$ cat config.mk
export PLATFORM = sky130hd
export DESIGN_NAME = interp2_zero_stuff
export DESIGN_NICKNAME = d
export VERILOG_FILES = /design/src/rtl/dsp_pkg.sv /design/src/rtl/sync_fifo.sv /design/src/rtl/interp2_zero_stuff.sv
export SDC_FILE = /design/constraint.sdc
export NUM_CORES = 1
export LEC_CHECK = 0
export ABC_CLOCK_PERIOD_IN_PS = 2500
export CORE_MARGIN = 2
export CORE_UTILIZATION = 55
export CTS_CLUSTER_SIZE = 8
export DETAILED_ROUTE_END_ITERATION = 16
export GPL_TIMING_DRIVEN = 1
export PLACE_DENSITY_LB_ADDON = 0.05
export REMOVE_ABC_BUFFERS = 1
export SLEW_MARGIN = 10
export SYNTH_ARGS = -nofsm -noshare
export SYNTH_HDL_FRONTEND = slang
export SYNTH_SLANG_ARGS = --single-unit
$ cat constraint.sdc
create_clock -name sys_clk -period 2.5 [get_ports sys_clk]
set_input_delay 0.25 -clock sys_clk [delete_from_list [all_inputs] [get_ports sys_clk]]
set_output_delay 0.25 -clock sys_clk [all_outputs]
set_load 0.03 [all_outputs]
$ cat src/rtl/dsp_pkg.sv
// Shared sample types and saturation limits for the 1s17 datapath.
package dsp_pkg;

    localparam int WIDTH = 18;

    typedef logic signed [WIDTH-1:0] sample_t;

    // Saturation rails for 1s17: +131071 and -131072.
    localparam sample_t SAT_POS = sample_t'(18'h1FFFF);
    localparam sample_t SAT_NEG = sample_t'(18'h20000);

endpackage

$ cat src/rtl/sync_fifo.sv
// Single-clock FIFO with a separate occupancy counter. There is no bypass path:
// a word pushed into an empty FIFO cannot be popped in the same cycle.
module sync_fifo #(
    parameter int WIDTH      = 18,
    parameter int FIFO_DEPTH = 4
) (
    input  logic                          i_clk,
    input  logic                          i_rst_n,
    input  logic                          i_push,
    input  logic                          i_pop,
    input  logic [WIDTH-1:0]              i_wdata,
    output logic [WIDTH-1:0]              o_rdata,
    output logic                          o_full,
    output logic                          o_empty,
    output logic [$clog2(FIFO_DEPTH):0]   o_count
);

    localparam int AW = $clog2(FIFO_DEPTH);

    logic [WIDTH-1:0] r_mem [FIFO_DEPTH];
    logic [AW-1:0]    r_wr_ptr;
    logic [AW-1:0]    r_rd_ptr;
    logic [AW:0]      r_count;
    logic             w_do_push;
    logic             w_do_pop;

    assign o_full    = (r_count == (AW+1)'(FIFO_DEPTH));
    assign o_empty   = (r_count == '0);
    assign o_count   = r_count;
    assign o_rdata   = r_mem[r_rd_ptr];
    assign w_do_push = i_push && !o_full;
    assign w_do_pop  = i_pop && !o_empty;

    // Storage array; data content needs no reset.
    always_ff @(posedge i_clk) begin
        if (w_do_push) begin
            r_mem[r_wr_ptr] <= i_wdata;
        end
    end

    // Pointers wrap naturally modulo the power-of-2 depth; count tracks occupancy.
    always_ff @(posedge i_clk or negedge i_rst_n) begin
        if (!i_rst_n) begin
            r_wr_ptr <= '0;
            r_rd_ptr <= '0;
            r_count  <= '0;
        end else begin
            if (w_do_push) begin
                r_wr_ptr <= r_wr_ptr + AW'(1);
            end
            if (w_do_pop) begin
                r_rd_ptr <= r_rd_ptr + AW'(1);
            end
            case ({w_do_push, w_do_pop})
                2'b10:   r_count <= r_count + (AW+1)'(1);
                2'b01:   r_count <= r_count - (AW+1)'(1);
                default: r_count <= r_count;
            endcase
        end
    end

endmodule

$ cat src/rtl/interp2_zero_stuff.sv
// Upstream feeder for the 15-tap halfband interpolator: buffers symbol-rate
// samples, generates sys_clk2_en / sam_clk_en, and emits a 2x zero-stuffed
// stream on x_out aligned to sys_clk2_en.
// Build option: define GAIN_COMP_EN to double sample slots (with saturation)
// to make up the 6 dB lost to zero-stuffing.
module interp2_zero_stuff
    import dsp_pkg::*;
#(
    parameter int WIDTH      = dsp_pkg::WIDTH,
    parameter int CLK_DIV    = 4,
    parameter int FIFO_DEPTH = 4
) (
    input  logic                          sys_clk,
    input  logic                          reset_n,
    input  logic signed [WIDTH-1:0]       in_data,
    input  logic                          in_valid,
    output logic                          in_ready,
    output logic signed [WIDTH-1:0]       x_out,
    output logic                          sys_clk2_en,
    output logic                          sam_clk_en,
    output logic                          underflow,
    output logic [$clog2(FIFO_DEPTH):0]   fifo_level
);

    localparam int CW = $clog2(CLK_DIV);

    logic [CW-1:0]           r_div_cnt;
    logic                    r_phase;
    logic                    r_sys_clk2_en;
    logic                    r_sam_clk_en;
    logic signed [WIDTH-1:0] r_x_out;
    logic                    r_underflow;

    logic                    w_wrap;
    logic                    w_sample_slot;
    logic                    w_push;
    logic                    w_pop;
    logic                    w_full;
    logic                    w_empty;
    logic [WIDTH-1:0]        w_head;
    logic signed [WIDTH-1:0] w_sample;

    // Strobes and x_out all update on the edge where the divider wraps.
    assign w_wrap        = (r_div_cnt == CW'(CLK_DIV - 1));
    assign w_sample_slot = w_wrap && !r_phase;
    assign w_push        = in_valid && in_ready;
    assign w_pop         = w_sample_slot && !w_empty;

    assign in_ready    = !w_full;
    assign x_out       = r_x_out;
    assign sys_clk2_en = r_sys_clk2_en;
    assign sam_clk_en  = r_sam_clk_en;
    assign underflow   = r_underflow;

    sync_fifo #(
        .WIDTH      (WIDTH),
        .FIFO_DEPTH (FIFO_DEPTH)
    ) u_fifo (
        .i_clk   (sys_clk),
        .i_rst_n (reset_n),
        .i_push  (w_push),
        .i_pop   (w_pop),
        .i_wdata (in_data),
        .o_rdata (w_head),
        .o_full  (w_full),
        .o_empty (w_empty),
        .o_count (fifo_level)
    );

    // Sample-slot value: head of FIFO, optionally doubled with saturation.
    always_comb begin
`ifdef GAIN_COMP_EN
        if (w_head[WIDTH-1] != w_head[WIDTH-2]) begin
            w_sample = w_head[WIDTH-1] ? SAT_NEG : SAT_POS;
        end else begin
            w_sample = {w_head[WIDTH-2:0], 1'b0};
        end
`else
        w_sample = w_head;
`endif
    end

    // Divider, phase toggle and registered strobes.
    always_ff @(posedge sys_clk or negedge reset_n) begin
        if (!reset_n) begin
            r_div_cnt     <= '0;
            r_phase       <= 1'b0;
            r_sys_clk2_en <= 1'b0;
            r_sam_clk_en  <= 1'b0;
        end else begin
            r_div_cnt     <= w_wrap ? '0 : r_div_cnt + CW'(1);
            r_phase       <= r_phase ^ w_wrap;
            r_sys_clk2_en <= w_wrap;
            r_sam_clk_en  <= w_sample_slot;
        end
    end

    // Zero-stuff mux: sample slot pops (or flags underflow), zero slot drives 0.
    always_ff @(posedge sys_clk or negedge reset_n) begin
        if (!reset_n) begin
            r_x_out     <= '0;
            r_underflow <= 1'b0;
        end else if (w_wrap) begin
            if (!r_phase) begin
                if (!w_empty) begin
                    r_x_out <= w_sample;
                end else begin
                    r_x_out     <= '0;
                    r_underflow <= 1'b1;
                end
            end else begin
                r_x_out <= '0;
            end
        end
    end

endmodule

Word level (Yosys, flattened, before mapping)
Memory sizes are Yosys's and may differ from the RTL's.
Cells that the tools add are included.
Storage, ports and cells
  memory bits (writable): 72
  word-level logic and storage cells: 38
  register bits: 31
  memories kept: 1
  output and inout bits: 25
  input port bits: 21
Operators by class
  eq/ne operators: 4
  muxes and demuxes: 6
  bitwise gates (word level): 2
  reduce and logical (&&, ||, !) cells: 11
  add/subtract/negate cells: 5
Memory list
  u_fifo.r_mem: words 4, width 18, read ports 1, clocked after Yosys merged registers in 0, wr ports 1, line sync_fifo.sv:20  | logic [WIDTH-1:0] r_mem [FIFO_DEPTH];
Operators by type and width (count)
  $mux 18: 2
  $add 2x1->2 const B: 3
  $pmux 3 s2: 1
  $logic_and 1x1->1: 5
  $eq 2x2->1 const B: 2
  $add 3x1->3 const B: 1
  $eq 3x3->1 const B: 1
  $logic_not 1->1: 3
  $logic_not 3->1: 1
  $reduce_and 3->1: 1
  $sub 3x1->3 const B: 1
  $eq 2x1->1 const B: 1
  $mux 1: 2
  $mux 2: 1
  $reduce_bool 2->1: 1
  $not 1->1: 1
  $xor 1x1->1: 1

Logic depth before layout (Yosys ltp)
  depth after elaboration: 6
  gate-level depth with buffers: 8
  depth with buffers taken out: 8

Modules after synthesis
From an unflattened synthesis, not the netlist that was laid out.
Second synthesis, totals
  cells, all modules: 207
  area, all modules: 4048.9 µm²
Modules (own cells, without submodules)
  sync_fifo: area an instance 3037.9 µm², cells an instance 131, sequential area each 2337.2 µm², instances 1
  interp2_zero_stuff: area an instance 1011.0 µm², cells an instance 76, sequential area each 600.6 µm², instances 1

Worst setup path after synthesis
Ideal clock, no wire load.
  path kind: register to register
  start: register u_fifo.r_count[0] (netlist: u_fifo.o_count[0])
  end: register u_fifo.r_count[1] (netlist: u_fifo.o_count[1])
  slack: 240 ps
  stages on the path, launching flop included: 7
  arrival: 2135 ps
  required time: 2375 ps
  clock period less this slack: 2260 ps
  setup time: 125 ps
  path buffers: 0
  cell sequence: dfrtp_1 > or3b_4 > and2_4 > inv_1 > ha_1 > fa_1 > mux2_2
Between the ends
  cells in the longest elaborated chain, start to end: 6
  elaborated cells on any way between the ends: 14
  classes of those cells: add/sub (2); eq/ne (3); mux (1); reduce/logical (8)
RTL lines
  from (decl): line sync_fifo.sv:23  | logic [AW:0] r_count;
  from (signal assigned): line sync_fifo.sv:55  | 2'b10: r_count <= r_count + (AW+1)'(1);
  from (signal assigned): line sync_fifo.sv:56  | 2'b01: r_count <= r_count - (AW+1)'(1);
  from (signal assigned): line sync_fifo.sv:57  | default: r_count <= r_count;
  $eq 3x3->1 (*): line sync_fifo.sv:27  | assign o_full = (r_count == (AW+1)'(FIFO_DEPTH));
  $logic_not 1->1 (*): line interp2_zero_stuff.sv:49  | assign in_ready = !w_full;
  via in_ready: line interp2_zero_stuff.sv:17  | output logic in_ready,
  $logic_and 1x1->1: line interp2_zero_stuff.sv:46  | assign w_push = in_valid && in_ready;
  $logic_and 1x1->1 (*): line sync_fifo.sv:31  | assign w_do_push = i_push && !o_full;
  $eq 2x1->1 / $eq 2x2->1 (equally long branches): line sync_fifo.sv:54  | case ({w_do_push, w_do_pop})
  $pmux 3 s2 / $reduce_bool 2->1 (equally long branches)
The timed path passes the listed nets; every way through them passes the cells marked *.
A chain may end at the register's enable or synchronous reset.

Worst setup path after layout
  start: register u_fifo.r_count[0] (netlist: u_fifo.o_count[0])
  end: output in_ready
Between the ends
  cells in the longest elaborated chain, start to end: 2
RTL lines (line)
  $eq 3x3->1: sync_fifo.sv:27
  $logic_not 1->1: interp2_zero_stuff.sv:49
  to (decl): interp2_zero_stuff.sv:17
No other way between the ends.

==> summary.md <==
Number of distinct library cells after synthesis: 24. The area of the die is 0.007823 mm^2, and the flip-flop and latch count after synthesis is 103. At the end of the flow the core is filled with cells to 68.68%.

Detailed routing placed a total of 175 um of wire on met3. Dividing the detail-routed wire length by the instance count gives 16.96 um. The first global-routing pass estimated 10200 um of wire. Once placement completed, the tool counted placed cells totaling 356. Walking the worst path, the cells encountered are or3b_4, clkdlybuf4s50_1. After layout, the worst path uses 84.85% of the clock period. After detailed routing, the number of vias per cell comes to 5.129. Class of the most critical hold timing path: in -> async. Along the worst path, the maximum fanout reaches 6. The tools report the count of cells resized by post-cts repair as 0.

The post-cts hold buffer count was 0. Cell internal power was estimated by the tool at 0.003203 W. The floorplan step set the die height to 88.45 um. At the worst endpoint, the arrival time is 1.87 ns. The tools report the critical register-to-register path startpoint as u_fifo.o_count[0]$_DFFE_PN0P_.

The die boundary width is 88.45 um, and the number of hold violations in the final report is 0. The tools report the cell area after layout as 0.004692 mm^2. The layout overhead on the synthesized area was 19.62%.

Cell chosen for the clock root: sky130_fd_sc_hd__clkbuf_8. The worst stage delay on the critical path is 0.61 ns. The critical path's slowest cell is sky130_fd_sc_hd__clkdlybuf4s50_1. CTS saw 103 sinks. The global-route total usage across every layer was 18.19%; the portion of total power attributed to the clock network was 22.3%. The tools report the placed standard-cell area as 0.004503 mm^2.

The flow ran to the end, and the final reports show no timing, DRC or antenna violations. The residual antenna-violating net count after detailed routing is 0, and the count of yosys warnings during synthesis is 0. The total overflow left after global routing is 0. At the later pin of the worst-skew pair, clock insertion delay measures 0.35 ns. The worst-case IR drop observed on VDD is 0.4504 mV. At the pin with the least slew margin, the transition time is 0.5145 ns.

The vias after detailed routing is 1908, and the net switching power is 0.001246 W. The setup slack of the most critical reg-to-reg path was 0.38 ns. Setup repair after global routing left no endpoint under its margin. Routability-driven placement finished with a final weighted congestion of 0.7064. Tracing the worst setup path back leads to its startpoint at u_fifo.o_count[0]$_DFFE_PN0P_. Each instance of the synthesized netlist takes up on average 18.16 um^2. The number of buffers added on ports works out to 45. In the final layout, the share of cells above drive strength 1 is 17.39%. The tools report the worst hold slack as 0.2943 ns. The final-report max-slew violation count came out at 0. For this design the ratio of total power to cell area is 948.2 mW/mm^2. The share of total power dissipated in sequential elements is 51.0%. The setup violation total in the final timing report came out at 0.

The max-cap check violation count was 0. The clock period could shrink to 2.121 ns. The final routed wirelength across all metal layers is 6308 um, and the number of detailed-routing iterations run before antenna repair is 4.

For the fill cell instance count of the final layout, the log shows 491. Once the clock tree was built, the setup fixing pass inserted 0 buffers. The tools report the core box area as 0.006832 mm^2.

The cell count after synthesis came out at 216. Between clock sinks in the finished design, the worst skew comes to 0.005072 ns. In the routed design, unresolved DRC markers number 0.

The worst setup path is launched from a flip-flop. The sum of net half-perimeters after detailed placement is 3917 um. Of the total power, the share spent switching nets is 28.02%. The routed design uses 3148 um of met2 wire. For the setup total negative slack, the log shows 0 ns. In the final design database the tool counted 300 nets.

The category of the critical setup timing path was reg -> out. After the first detailed-routing iteration, the DRC count stood at 128. For this block, wires on met1 add up to 2878 um. The number of antenna repair diodes was 0; the footprint of the multi-input gates was 795.8 um^2. Counting along the longest clock path gives a buffer depth of 2.

The initial antenna violation count was 0; the pin count of the biggest net entering global routing was 32. The worst setup path is captured at a primary output. In this run the number of H-tree levels came out at 3. The share of the Yosys chip area taken by registers is 74.90%. For this design the static power due to leakage is 1.772 nW. Once the floorplan was initialized, standard cells occupied 57.42% of the core. The initialized floorplan defines 30 standard-cell rows. The tools report the I/O pin total as 46. The critical path required time is 2.25 ns. TritonCTS built the clock tree. Leaving out filler cells and counting taps, the final layout contains 372. The mapped netlist covers 0.003923 mm^2.

Derived from the worst setup path, the maximum achievable clock frequency is 0.4714 GHz. The remaining max-slew budget at the tightest pin came out at 65.70%. The CTS clock-pin slew for the worst setup and hold paths came out at 0.09 ns. Per report_power, the combinational group accounts for 26.7% of the total. The uppermost layer routed is met4. The logs give 1974 for the via count of the first global-routing pass and 0.002938 mm^2 for the combined flip-flop and latch cell area.

The number of buffers created by CTS is 9.
==> stage by stage <==
step                      setup WS, ns  power (W)
after floorplan                 0.2404   0.003134
after CTS                       0.3587   0.004506
after global routing            0.2741   0.004694
after global placement          0.4100   0.003514
after detailed placement        0.3921   0.003527
final                           0.3788   0.004449
==> sequential cells by signal (all words and copies together), names as in the netlist <==
register         flops
u_fifo.r_mem        72
x_out               18
u_fifo.o_count       3
r_div_cnt            2
u_fifo.r_rd_ptr      2
u_fifo.r_wr_ptr      2
r_phase              1
sam_clk_en           1
sys_clk2_en          1
underflow            1
==> power by group through the flow <==
stage               Sequential (W)  Clock, W  Combinational (W)
finish                     0.00227  0.000994            0.00119
global route               0.00230   0.00108            0.00132
CTS                        0.00227   0.00101            0.00122
detailed placement         0.00231         0            0.00122
global placement           0.00229         0            0.00122
floorplan                  0.00245         0           0.000688
==> kinds of logic after synthesis <==
kind of cell | Yosys count | synth area share, %
DFF | 103 | 74.90
AOI/OAI and AO/OA | 20 | 3.318
and+or+nand+nor | 11 | 1.882
adders and majority gates | 8 | 2.743
buffers and inverters | 48 | 4.817
muxes | 20 | 11.00
xor gates and xnor gates | 6 | 1.340
==> final timing paths <==
check | to | depth (start not counted)
max in group asynchronous | x_out[6]$_DFFE_PN0N_ | 2
hold / removal | x_out[5]$_DFFE_PN0N_ | 2
setup reg to reg | u_fifo.o_count[1]$_DFFE_PN0P_ | 6
setup / recovery | in_ready | 2
min in group sys_clk | r_div_cnt[0]$_DFF_PN0_ | 1
hold reg to reg | r_div_cnt[0]$_DFF_PN0_ | 1
==> critical path, delay by kind of cell (launching register included) <==
kind	cells	cell delay [ns]
simple gates	1	0.45
buf+inv	1	0.61
flops	1	0.46
==> per-layer routing <==
metal	up-vias	GRT usage [%]
met1	964	25.73
met5	-	0
li1	900	-
met2	34	29.05
met3	10	2.892
met4	0	7.025
==> placed cells by master, fill, tap and decap left out <==
cell type	synthesis	routed
sky130_fd_sc_hd__a21o_1	1	1
sky130_fd_sc_hd__and2_4	1	1
sky130_fd_sc_hd__and3_2	4	4
sky130_fd_sc_hd__buf_4	1	6
sky130_fd_sc_hd__bufinv_16	0	1
sky130_fd_sc_hd__clkbuf_1	1	1
sky130_fd_sc_hd__clkbuf_8	0	9
sky130_fd_sc_hd__clkdlybuf4s50_1	0	45
sky130_fd_sc_hd__clkinv_2	0	3
sky130_fd_sc_hd__clkinv_4	0	1
sky130_fd_sc_hd__clkinvlp_4	0	1
sky130_fd_sc_hd__dfrtp_1	31	31
sky130_fd_sc_hd__edfxtp_1	72	72
sky130_fd_sc_hd__fa_1	1	1
sky130_fd_sc_hd__ha_1	7	7
sky130_fd_sc_hd__inv_1	41	41
sky130_fd_sc_hd__mux2_2	1	1
sky130_fd_sc_hd__mux2_4	1	1
sky130_fd_sc_hd__mux4_2	18	18
sky130_fd_sc_hd__nand2_1	1	1
sky130_fd_sc_hd__nand3b_1	1	1
sky130_fd_sc_hd__nor2_1	2	2
sky130_fd_sc_hd__nor3_1	1	1
sky130_fd_sc_hd__o22ai_1	18	18
sky130_fd_sc_hd__o31a_2	1	1
sky130_fd_sc_hd__or3b_4	1	1
sky130_fd_sc_hd__xnor2_1	4	4
sky130_fd_sc_hd__xor2_1	2	2
==> cell type report <==
type                            instances  share of cell area, %
Timing Repair Buffer                   51                  10.56
Clock inverter                          6                  1.307
Sequential cell                       103                  62.61
Inverter                               41                  3.280
Clock buffer                           10                  2.720
Multi-Input combinational cell         65                  16.96
Tap cell                               96                  2.560
==> synthesized netlist by cell type <==
master                     number  area [um^2]
sky130_fd_sc_hd__a21o_1         1        7.510
sky130_fd_sc_hd__and2_4         1        8.760
sky130_fd_sc_hd__and3_2         4        30.03
sky130_fd_sc_hd__buf_1          1        3.750
sky130_fd_sc_hd__buf_2          4        20.02
sky130_fd_sc_hd__buf_4          1        7.510
sky130_fd_sc_hd__clkbuf_1       1        3.750
sky130_fd_sc_hd__dfrtp_1       31        775.7
sky130_fd_sc_hd__edfxtp_1      72         2162
sky130_fd_sc_hd__fa_1           1        20.02
sky130_fd_sc_hd__ha_1           7        87.58
sky130_fd_sc_hd__inv_1         41        153.9
sky130_fd_sc_hd__mux2_2         1        11.26
sky130_fd_sc_hd__mux2_4         1        15.01
sky130_fd_sc_hd__mux4_2        18        405.4
sky130_fd_sc_hd__nand2_1        1        3.750
sky130_fd_sc_hd__nand3b_1       1        7.510
sky130_fd_sc_hd__nor2_1         2        7.510
sky130_fd_sc_hd__nor3_1         1        5.000
sky130_fd_sc_hd__o22ai_1       18        112.6
sky130_fd_sc_hd__o31a_2         1        10.01
sky130_fd_sc_hd__or3b_4         1        11.26
sky130_fd_sc_hd__xnor2_1        4        35.03
sky130_fd_sc_hd__xor2_1         2        17.52
Note: power is estimated with default switching activity, not from simulation.
==> variant: new RTL, same settings <==
Make the reset (`i_rst_n` and `reset_n`) synchronous in 3 clocked blocks.
--- a/src/rtl/sync_fifo.sv
+++ b/src/rtl/sync_fifo.sv
@@ -41,3 +41,3 @@
     // Pointers wrap naturally modulo the power-of-2 depth; count tracks occupancy.
-    always_ff @(posedge i_clk or negedge i_rst_n) begin
+    always_ff @(posedge i_clk) begin
         if (!i_rst_n) begin
--- a/src/rtl/interp2_zero_stuff.sv
+++ b/src/rtl/interp2_zero_stuff.sv
@@ -83,3 +83,3 @@
     // Divider, phase toggle and registered strobes.
-    always_ff @(posedge sys_clk or negedge reset_n) begin
+    always_ff @(posedge sys_clk) begin
         if (!reset_n) begin
@@ -98,3 +98,3 @@
     // Zero-stuff mux: sample slot pops (or flags underflow), zero slot drives 0.
-    always_ff @(posedge sys_clk or negedge reset_n) begin
+    always_ff @(posedge sys_clk) begin
         if (!reset_n) begin
Behaviour: differs if reset_n is asserted again (counterexample within 4 cycles, from zero or initial values and one cycle with reset_n low); with reset_n held inactive, the same outputs for 10 cycles.
==> variant against the original RTL <==
Clock skew grew 0.0057 ns. Non-clock buffer count rose by 3. Critical path depth is 1 higher. Count of clock-buffer cells in the layout fell by 1. Wire length is 1.1% higher. Synthesized cell count unchanged. Core utilization decreased by 0.30 points. Area after synthesis grew 0.54%. Setup slack lost 0.12 ns. Final area grew 0.11%. Sequential cell count rose by 2. Largest cell class unchanged.
Power is not compared: it rests on default switching activity, and its combinational part moved more than twofold at a synthesized area within 25%.
==> variant: results (changes against the original RTL) <==
Sequential fraction of the synthesis area: 71.6% (-3.3 points)
Final nets: 297 (-1.0%)
Worst hold path type: reg2reg
Cell variety after synth: 37 (+54%)
Total Wirelength: 6.38 mm (+1.1%)
Routability cong.: 0.829 (+17%)
Post-CTS Setup Repair Bufs: 0 (unchanged)
Placement Setup Slack: 0.281 ns (-0.111 ns)
Total track usage: 18.0% (-0.23 points)
CTS max path bufs: 2 (unchanged)
Filler Cell Count: 482 (-1.8%)
Cell Area, Placed: 0.00450 mm² (-0.14%)
Final hold viol count: 0 (unchanged)
Status: complete, no violations
Share of cells above drive strength 1: 14.6% (-2.8 points)
DP HPWL: 3.89 mm (-0.71%)
Post-Syn Instances: 216 (unchanged)
Max_slew headroom: 37.4% (-28 points)
Post-synth EDFFs: 72 (unchanged)
Placed insts: 354 (-0.56%)
TNS Setup: 0 ns (unchanged)
First-pass GRT wire length: 10.2 mm (-0.21%)
Pin count of the biggest net entering global routing: 19 (-41%)
Total of cells resized after clock tree synthesis: 0 (unchanged)
PortBufs: 45 (unchanged)
Via density: 5.51 (+7.4%)
Iter 0 DRT Violations: 129 (+0.78%)
Critical path's top delay family: buffers and inverters
Max VDD drop: 0.406 mV
CP max stage cell: clkdlybuf4s50_1
Clock root buffer: clkbuf_8
Async S/R FF share, synth: 0% (-30 points)
Top post-synthesis cells by count: edfxtp_1, dfxtp_1, a22o_1
Clock skew: 0.0108 ns (+0.00571 ns)
CP Max Fanout: 9 (+3)
Vias in the first global route: 2018 (+2.2%)
Largest cells by area after synthesis: edfxtp_1, dfxtp_1, mux4_2, mux4_1, a22o_1
WP data arrival: 1.99 ns (+0.12 ns)
Via count: 2038 (+6.8%)
## variant: changes by cell type in the layout (fill, tap and decap cells not counted), moves of 5 or more
cell	unedited run	this run
nand3_1	0	5
o22ai_1	18	1
dfrtp_1	31	0
inv_1	41	7
mux4_1	0	8
mux4_2	18	10
o21ai_0	0	5
dfxtp_1	0	33
a22o_1	0	18
## variant: power breakdown
part	total [mW]	internal [mW]	switching (mW)
Sequential	1.96	1.93	0.0283
Combinational	0.248	0.115	0.132
Clock	1.04	0.474	0.568
Total	3.25	2.52	0.728
## variant: logic make-up after synthesis
group	after synthesis	share of synthesized area [%]
flops	105	71.6
compound gates	35	6.76
simple gates	27	4.16
mux	20	11.6
buf+inv	19	2.82
fa+ha+maj	7	2.41
xor+xnor	3	0.666
## variant: final timing paths
check / slack, ns / cells past startpoint / to / from
worst max-delay path: 0.26 / 3 / in_ready / u_fifo.o_count[2]$_SDFFE_PN0P_
worst min-delay path: 0.43 / 1 / r_div_cnt[0]$_SDFF_PP0_ / r_div_cnt[0]$_SDFF_PP0_
worst max register to register: 0.43 / 3 / u_fifo.r_mem[3][15]$_DFFE_PP_ / u_fifo.o_count[0]$_SDFFE_PN0P_
worst min register to register: 0.43 / 1 / r_div_cnt[0]$_SDFF_PP0_ / r_div_cnt[0]$_SDFF_PP0_
## variant: metal layers
metal | up-vias | global-route usage [%] | wire length (µm)
met1 | 1021 | 23.0 | 2840
met4 | 0 | 5.37 | 47
met2 | 51 | 29.6 | 3170
met3 | 5 | 5.69 | 319
li1 | 961 | - | -
met5 | - | 0 | 0
## variant: layout make-up
cell class              count  area [µm²]  share of cell area (%)
clock buffers               9         124                    2.64
clock inverters             7        76.3                    1.62
inverters                   7        26.3                   0.559
multi-input cells          92        1010                    21.5
flip-flops and latches    105        2820                    60.1
well taps                  96         120                    2.56
repair buffers             54         518                    11.0
